==> src/rtl/div_iter.sv <==
`default_nettype none
// ============================================================================
// Module      : div_iter
// Description : Iterative 32-bit signed/unsigned radix-2 restoring divider
//               for the execute stage (DIV/DIVU -> LO/HI). Fixed 32-cycle
//               latency from the accept edge, valid/ready on input and
//               output, synchronous flush via cancel.
// Ports       : clk        - clock, rising edge
//               resetn     - synchronous reset, active low
//               div_valid  - operand request        div_ready - can accept
//               div_signed - 1 = DIV, 0 = DIVU
//               x, y       - dividend, divisor
//               cancel     - kill any operation (wins over everything)
//               out_valid  - result available       out_ready - result taken
//               s, r       - quotient (LO), remainder (HI)
//               div_zero   - result came from a zero divisor
// Revision    : 1.0 - initial release
// ============================================================================
module div_iter (
    input  logic        clk,
    input  logic        resetn,
    input  logic        div_valid,
    output logic        div_ready,
    input  logic        div_signed,
    input  logic [31:0] x,
    input  logic [31:0] y,
    input  logic        cancel,
    output logic        out_valid,
    input  logic        out_ready,
    output logic [31:0] s,
    output logic [31:0] r,
    output logic        div_zero
);

    localparam logic [1:0] S_IDLE   = 2'd0;
    localparam logic [1:0] S_BUSY   = 2'd1;
    localparam logic [1:0] S_DONE   = 2'd2;
    localparam logic [4:0] LAST_ITR = 5'd31;

    logic [1:0]  state_q, state_d;
    logic [4:0]  cnt_q;
    logic [31:0] dvd_q;      // dividend magnitude, consumed MSB first
    logic [31:0] dvs_q;      // divisor magnitude
    logic [31:0] rem_q;      // partial remainder (always < divisor)
    logic [31:0] quo_q;      // quotient shift register
    logic        sgnq_q, sgnr_q, zero_q;
    logic [31:0] xraw_q;
    logic [31:0] s_q, r_q;
    logic        dz_q;

    logic        w_accept;
    logic        w_last;
    logic [31:0] w_x_mag, w_y_mag;
    logic [32:0] w_partial, w_trial;
    logic        w_take;
    logic [31:0] w_rem_nx, w_quo_nx;
    logic [31:0] w_s_fin, w_r_fin;
    logic        w_unused_msb;

    // ---------------- state register ----------------
    always_ff @(posedge clk) begin
        if (!resetn) begin
            state_q <= S_IDLE;
        end else begin
            state_q <= state_d;
        end
    end

    // ---------------- next-state logic ----------------
    always_comb begin
        state_d = state_q;
        if (cancel) begin
            state_d = S_IDLE;
        end else begin
            case (state_q)
                S_IDLE:  if (div_valid)        state_d = S_BUSY;
                S_BUSY:  if (cnt_q == LAST_ITR) state_d = S_DONE;
                S_DONE:  if (out_ready)        state_d = S_IDLE;
                default:                       state_d = S_IDLE;
            endcase
        end
    end

    // ---------------- output logic (registered state only) ----------------
    always_comb begin
        div_ready = (state_q == S_IDLE);
        out_valid = (state_q == S_DONE);
        s         = s_q;
        r         = r_q;
        div_zero  = dz_q;
    end

    // ---------------- datapath ----------------
    assign w_accept = (state_q == S_IDLE) && div_valid && !cancel;
    assign w_last   = (state_q == S_BUSY) && !cancel && (cnt_q == LAST_ITR);

    // Negating 0x80000000 yields 0x80000000, which read as unsigned is the
    // correct magnitude 2^31.
    assign w_x_mag = (div_signed && x[31]) ? (32'd0 - x) : x;
    assign w_y_mag = (div_signed && y[31]) ? (32'd0 - y) : y;

    // The remainder stays below the divisor, so it fits in 32 bits; the
    // shifted-in partial needs 33. A borrow out of bit 32 means "doesn't fit".
    assign w_partial    = {rem_q, dvd_q[31]};
    assign w_trial      = w_partial - {1'b0, dvs_q};
    assign w_take       = ~w_trial[32];
    assign w_rem_nx     = w_take ? w_trial[31:0] : w_partial[31:0];
    assign w_quo_nx     = {quo_q[30:0], w_take};
    assign w_unused_msb = w_partial[32];

    assign w_s_fin = zero_q ? 32'hFFFF_FFFF
                            : (sgnq_q ? (32'd0 - w_quo_nx) : w_quo_nx);
    assign w_r_fin = zero_q ? xraw_q
                            : (sgnr_q ? (32'd0 - w_rem_nx) : w_rem_nx);

    always_ff @(posedge clk) begin
        if (!resetn) begin
            cnt_q  <= 5'd0;
            dvd_q  <= 32'd0;
            dvs_q  <= 32'd0;
            rem_q  <= 32'd0;
            quo_q  <= 32'd0;
            sgnq_q <= 1'b0;
            sgnr_q <= 1'b0;
            zero_q <= 1'b0;
            xraw_q <= 32'd0;
            s_q    <= 32'd0;
            r_q    <= 32'd0;
            dz_q   <= 1'b0;
        end else if (w_accept) begin
            cnt_q  <= 5'd0;
            dvd_q  <= w_x_mag;
            dvs_q  <= w_y_mag;
            rem_q  <= 32'd0;
            quo_q  <= 32'd0;
            sgnq_q <= div_signed & (x[31] ^ y[31]);
            sgnr_q <= div_signed & x[31];
            zero_q <= (y == 32'd0);
            xraw_q <= x;
        end else if ((state_q == S_BUSY) && !cancel) begin
            cnt_q <= cnt_q + 5'd1;
            dvd_q <= {dvd_q[30:0], 1'b0};
            rem_q <= w_rem_nx;
            quo_q <= w_quo_nx;
            if (w_last) begin
                s_q  <= w_s_fin;
                r_q  <= w_r_fin;
                dz_q <= zero_q;
            end
        end
    end

endmodule
`default_nettype wire

==> config.mk <==
export PLATFORM = sky130hd
export DESIGN_NAME = div_iter
export DESIGN_NICKNAME = d
export VERILOG_FILES = /design/src/rtl/div_iter.sv
export SDC_FILE = /design/constraint.sdc
export NUM_CORES = 1
export LEC_CHECK = 0
export ABC_AREA = 1
export BUFFER_PORTS_ARGS = -buffer_cell sky130_fd_sc_hd__buf_2
export CORE_MARGIN = 5
export CORE_UTILIZATION = 25
export CTS_CLUSTER_DIAMETER = 30
export DETAILED_ROUTE_END_ITERATION = 16
export PLACE_DENSITY = 0.39
export SYNTH_ARGS = -nofsm -noshare
export SYNTH_HDL_FRONTEND = slang
export SYNTH_SLANG_ARGS = --single-unit
==> constraint.sdc <==
create_clock -name clk -period 5 [get_ports clk]
set_clock_uncertainty 0.15 [all_clocks]
set_input_delay 0.5 -clock clk [delete_from_list [all_inputs] [get_ports clk]]
set_output_delay 0.5 -clock clk [all_outputs]
set_load 0.02 [all_outputs]
==> flow_summary.yaml <==
clocking:
  cts_buffers: 76
  clock-sinks: 234
  root_buffer: "clkbuf_16"
  cts_max_level: 3
  max-clock-path-buffers: 3
  cts_tree: "done"
  clk_pin_slew_ns: 0.04
  clock_latency_ns: 0.59
global_route:
  antenna_found_initial: 4
  grt_max_degree: 80
  grt_use_total_pct: 17.5
  grt_pass1_wl_um: 88800
  grt_overflow: 0
  grt_pass1_vias: 15300
route:
  vias: 15600
  drt-total-wl_um: 57000
  wire_per_inst_um: 17.1
  ant_nets: 0
  firstDrtPassIters: 5
  drt_iter0_markers: 1041
  vias_per_cell: 4.69
  drc: 0
hold_path:
  hp-class: "input pin to register"
logic_synthesis:
  synth.largest_area_cell: "dfxtp_1"
  ys_warn_count: 0
  synth.cell_area_sq_um: 14900
  synth.avg_cell_area_sq_um: 6.34
  ys_async_sr_fraction_pct: 0
  synthCells: 2354
  synth_flop_cell: "dfxtp_1"
  ys_seq_area_share_pct: 31.4
  synth_nets: 2463
  ys_top_cells_by_area: "dfxtp_1, nand2_1, inv_1"
  ys_seq_elements: 234
  synth_edf_count: 0
  yosys.cell_types.count: 59
  synth_top_area_share_pct: 31.4
sta:
  fin_tns_setup_ns: 0
  maxSlewViolCount: 0
  worst_slew_pin_slew_ns: 0.995
  fmax_mhz: 227
  final-setup-viol-count: 0
  finalHoldViolCount: 0
  grt_setup_unrepaired: "false"
  fin_crit_ns: 4.40
  finalCritPeriodShare_pct: 88.1
  max-slew-margin-rel_pct: 33.1
power_and_ir_drop:
  p_sw_share_pct: 31.1
  p_leak_nw: 9.11
  peakVddDrop_mv: 0.242
  internal_power_mw: 5.66
  clock_power_share_pct: 57.0
  powerDensity_nw_per_um2: 434
  p_seq_share_pct: 24.0
  p_comb_share_pct: 19.0
  p_sw_mw: 2.55
placement:
  dp_hpwl_um: 42700
  io_buffers: 136
  dpl_cell_area_sq_um: 16300
  gp_congestion: 0.887
finish:
  layout_common_cells: "nand2_1, inv_1, dfxtp_1"
  final_nets: 2599
  layout_commonest_cell: "nand2_1"
  fillers: 6535
  stdcell_area_sq_um: 18900
  synthToLayoutAreaGrowth_pct: 26.9
  drive_gt1_share_pct: 14.0
floorplanning:
  die-area_sq_um: 64600
  design.core.area_sq_um: 59000
  die_x_um: 254
  core.rowCount: 89
  start_util_pct: 25.3
  die_h_um: 254
  boundaryPins: 137
critical_path:
  critPathMaxStageDelay_ns: 0.41
  cp.arrival_ns: 4.77
  endpoint_kind: "register"
  slowest_stage: "fa_1"
  crit_type: "register to register"
  path_delay_family: "simple AND/OR/NAND/NOR gates"
  worstPathRequired_ns: 5.37
  crit_buf_inv: 3
  crit_fanout: 4
  start_kind: "register"
run:
  maxCapViolCount: 0
status:
  status: "complete, no violations"
-- per-stage QoR --
step	hold slack [ns]	instances	util (%)	power, mW	worst slack (ns)
3_3_place_gp	0.297	3184	27.7	3.55	0.468
2_1_floorplan	0.270	2354	-	3.09	0.949
5_1_grt	0.0479	3323	32.1	8.64	0.0520
4_1_cts	0.0118	3323	32.0	8.30	0.378
3_5_place_dp	0.301	3184	27.7	3.55	0.396
6_report	0.0436	3325	32.1	8.20	0.597
-- final timing paths --
path / from / endpoint / slack, ns / cells after the start
setup / recovery: dvd_q[31]$_SDFFE_PN0P_ / s[30]$_SDFFE_PN0P_ / 0.60 / 27
hold / removal: x[0] / dvd_q[0]$_SDFFE_PN0P_ / 0.04 / 3
setup reg to reg: dvd_q[31]$_SDFFE_PN0P_ / s[30]$_SDFFE_PN0P_ / 0.60 / 27
hold reg to reg: xraw_q[29]$_SDFFE_PN0P_ / xraw_q[29]$_SDFFE_PN0P_ / 0.31 / 2
-- worst reg2reg max path, delay by kind of cell, from the launching register on --
| family | cells | cell delay, ns |
|---|---|---|
| AO/OA/AOI/OAI | 3 | 0.44 |
| XOR/XNOR | 1 | 0.17 |
| AND/OR/NAND/NOR | 17 | 2.16 |
| adder cells (fa/ha/maj) | 3 | 0.83 |
| flip-flops | 1 | 0.35 |
| buffers and inverters | 3 | 0.25 |
-- power groups by stage --
stage               sequential (mW)  combinational [mW]  clock, mW
finish                         1.97                1.56       4.68
global route                   1.97                1.76       4.90
CTS                            1.97                1.56       4.78
detailed placement             2.00                1.55          0
global placement               2.00                1.55          0
floorplan                      1.99                1.10          0
-- layout make-up --
class,count,area (sq um),area share (%)
flip-flops and latches,234,4680,24.8
inverters,351,1320,6.96
diodes,2,5.00,0.0264
well taps,773,967,5.11
clock buffers,103,2200,11.7
multi-input cells,1667,8510,45.0
repair buffers,160,863,4.56
clock inverters,35,369,1.95
-- cells in the mapped netlist (4+ instances only) --
cell type and n:
o221ai_1 19, nand4_1 25, nand3_2 5, a21oi_1 203
nand2_1 636, nand2_4 4, nor2_1 167, o221a_2 5
clkbuf_1 81, dfxtp_1 234, nor2_2 8, nand3b_1 12
buf_6 4, a31oi_1 18, o21bai_1 6, nor4_1 10
a211oi_1 4, nand2_2 17, or2_2 8, xor2_1 41
o211ai_1 24, o21ai_0 151, nor3_1 31, buf_2 5
ha_1 38, or3_1 5, o21ai_1 6, inv_1 342
buf_1 9, xnor2_1 23, nand3_1 131, clkinv_1 6
a22oi_1 33
-- what timing repair did --
action | 4_1_cts | 5_1_grt
hold buffers | 1 | 0
endpoints found under the hold margin | 1 | 0
endpoints found under the setup margin | 0 | 1
resized for setup | 0 | 1
buffers inserted | 0 | 0
-- routing by layer --
metal | vias up | share of wire, % | global-route usage [%] | routed length, um
met1 | 7222 | 47 | 23.8 | 27000
met2 | 327 | 46 | 28.4 | 26300
li1 | 7954 | - | - | -
met4 | 6 | 2.3 | 5.48 | 1290
met5 | - | 0.082 | 0 | 47
met3 | 80 | 4.2 | 3.09 | 2380
-- cells by family (layout without fill, tap and decap cells) --
group,Yosys count,after routing,share of synthesized area (%)
AO/OA/AOI/OAI,489,489,18.9
XOR/XNOR,64,64,3.76
adder cells (fa/ha/maj),39,39,3.32
buffers and inverters,453,649,11.8
flip-flops,234,234,31.4
other,0,2,0
AND/OR/NAND/NOR,1075,1075,30.8
-- sequential cells by signal, indices dropped and copies added, names as in the netlist --
signal,flops
zero_q,1
state_q,2
s,32
rem_q,32
r,32
xraw_q,32
quo_q,31
dvs_q,32
sgnr_q,1
div_zero,1
cnt_q,5
sgnq_q,1
dvd_q,32
(Power assumes the default switching activity.)
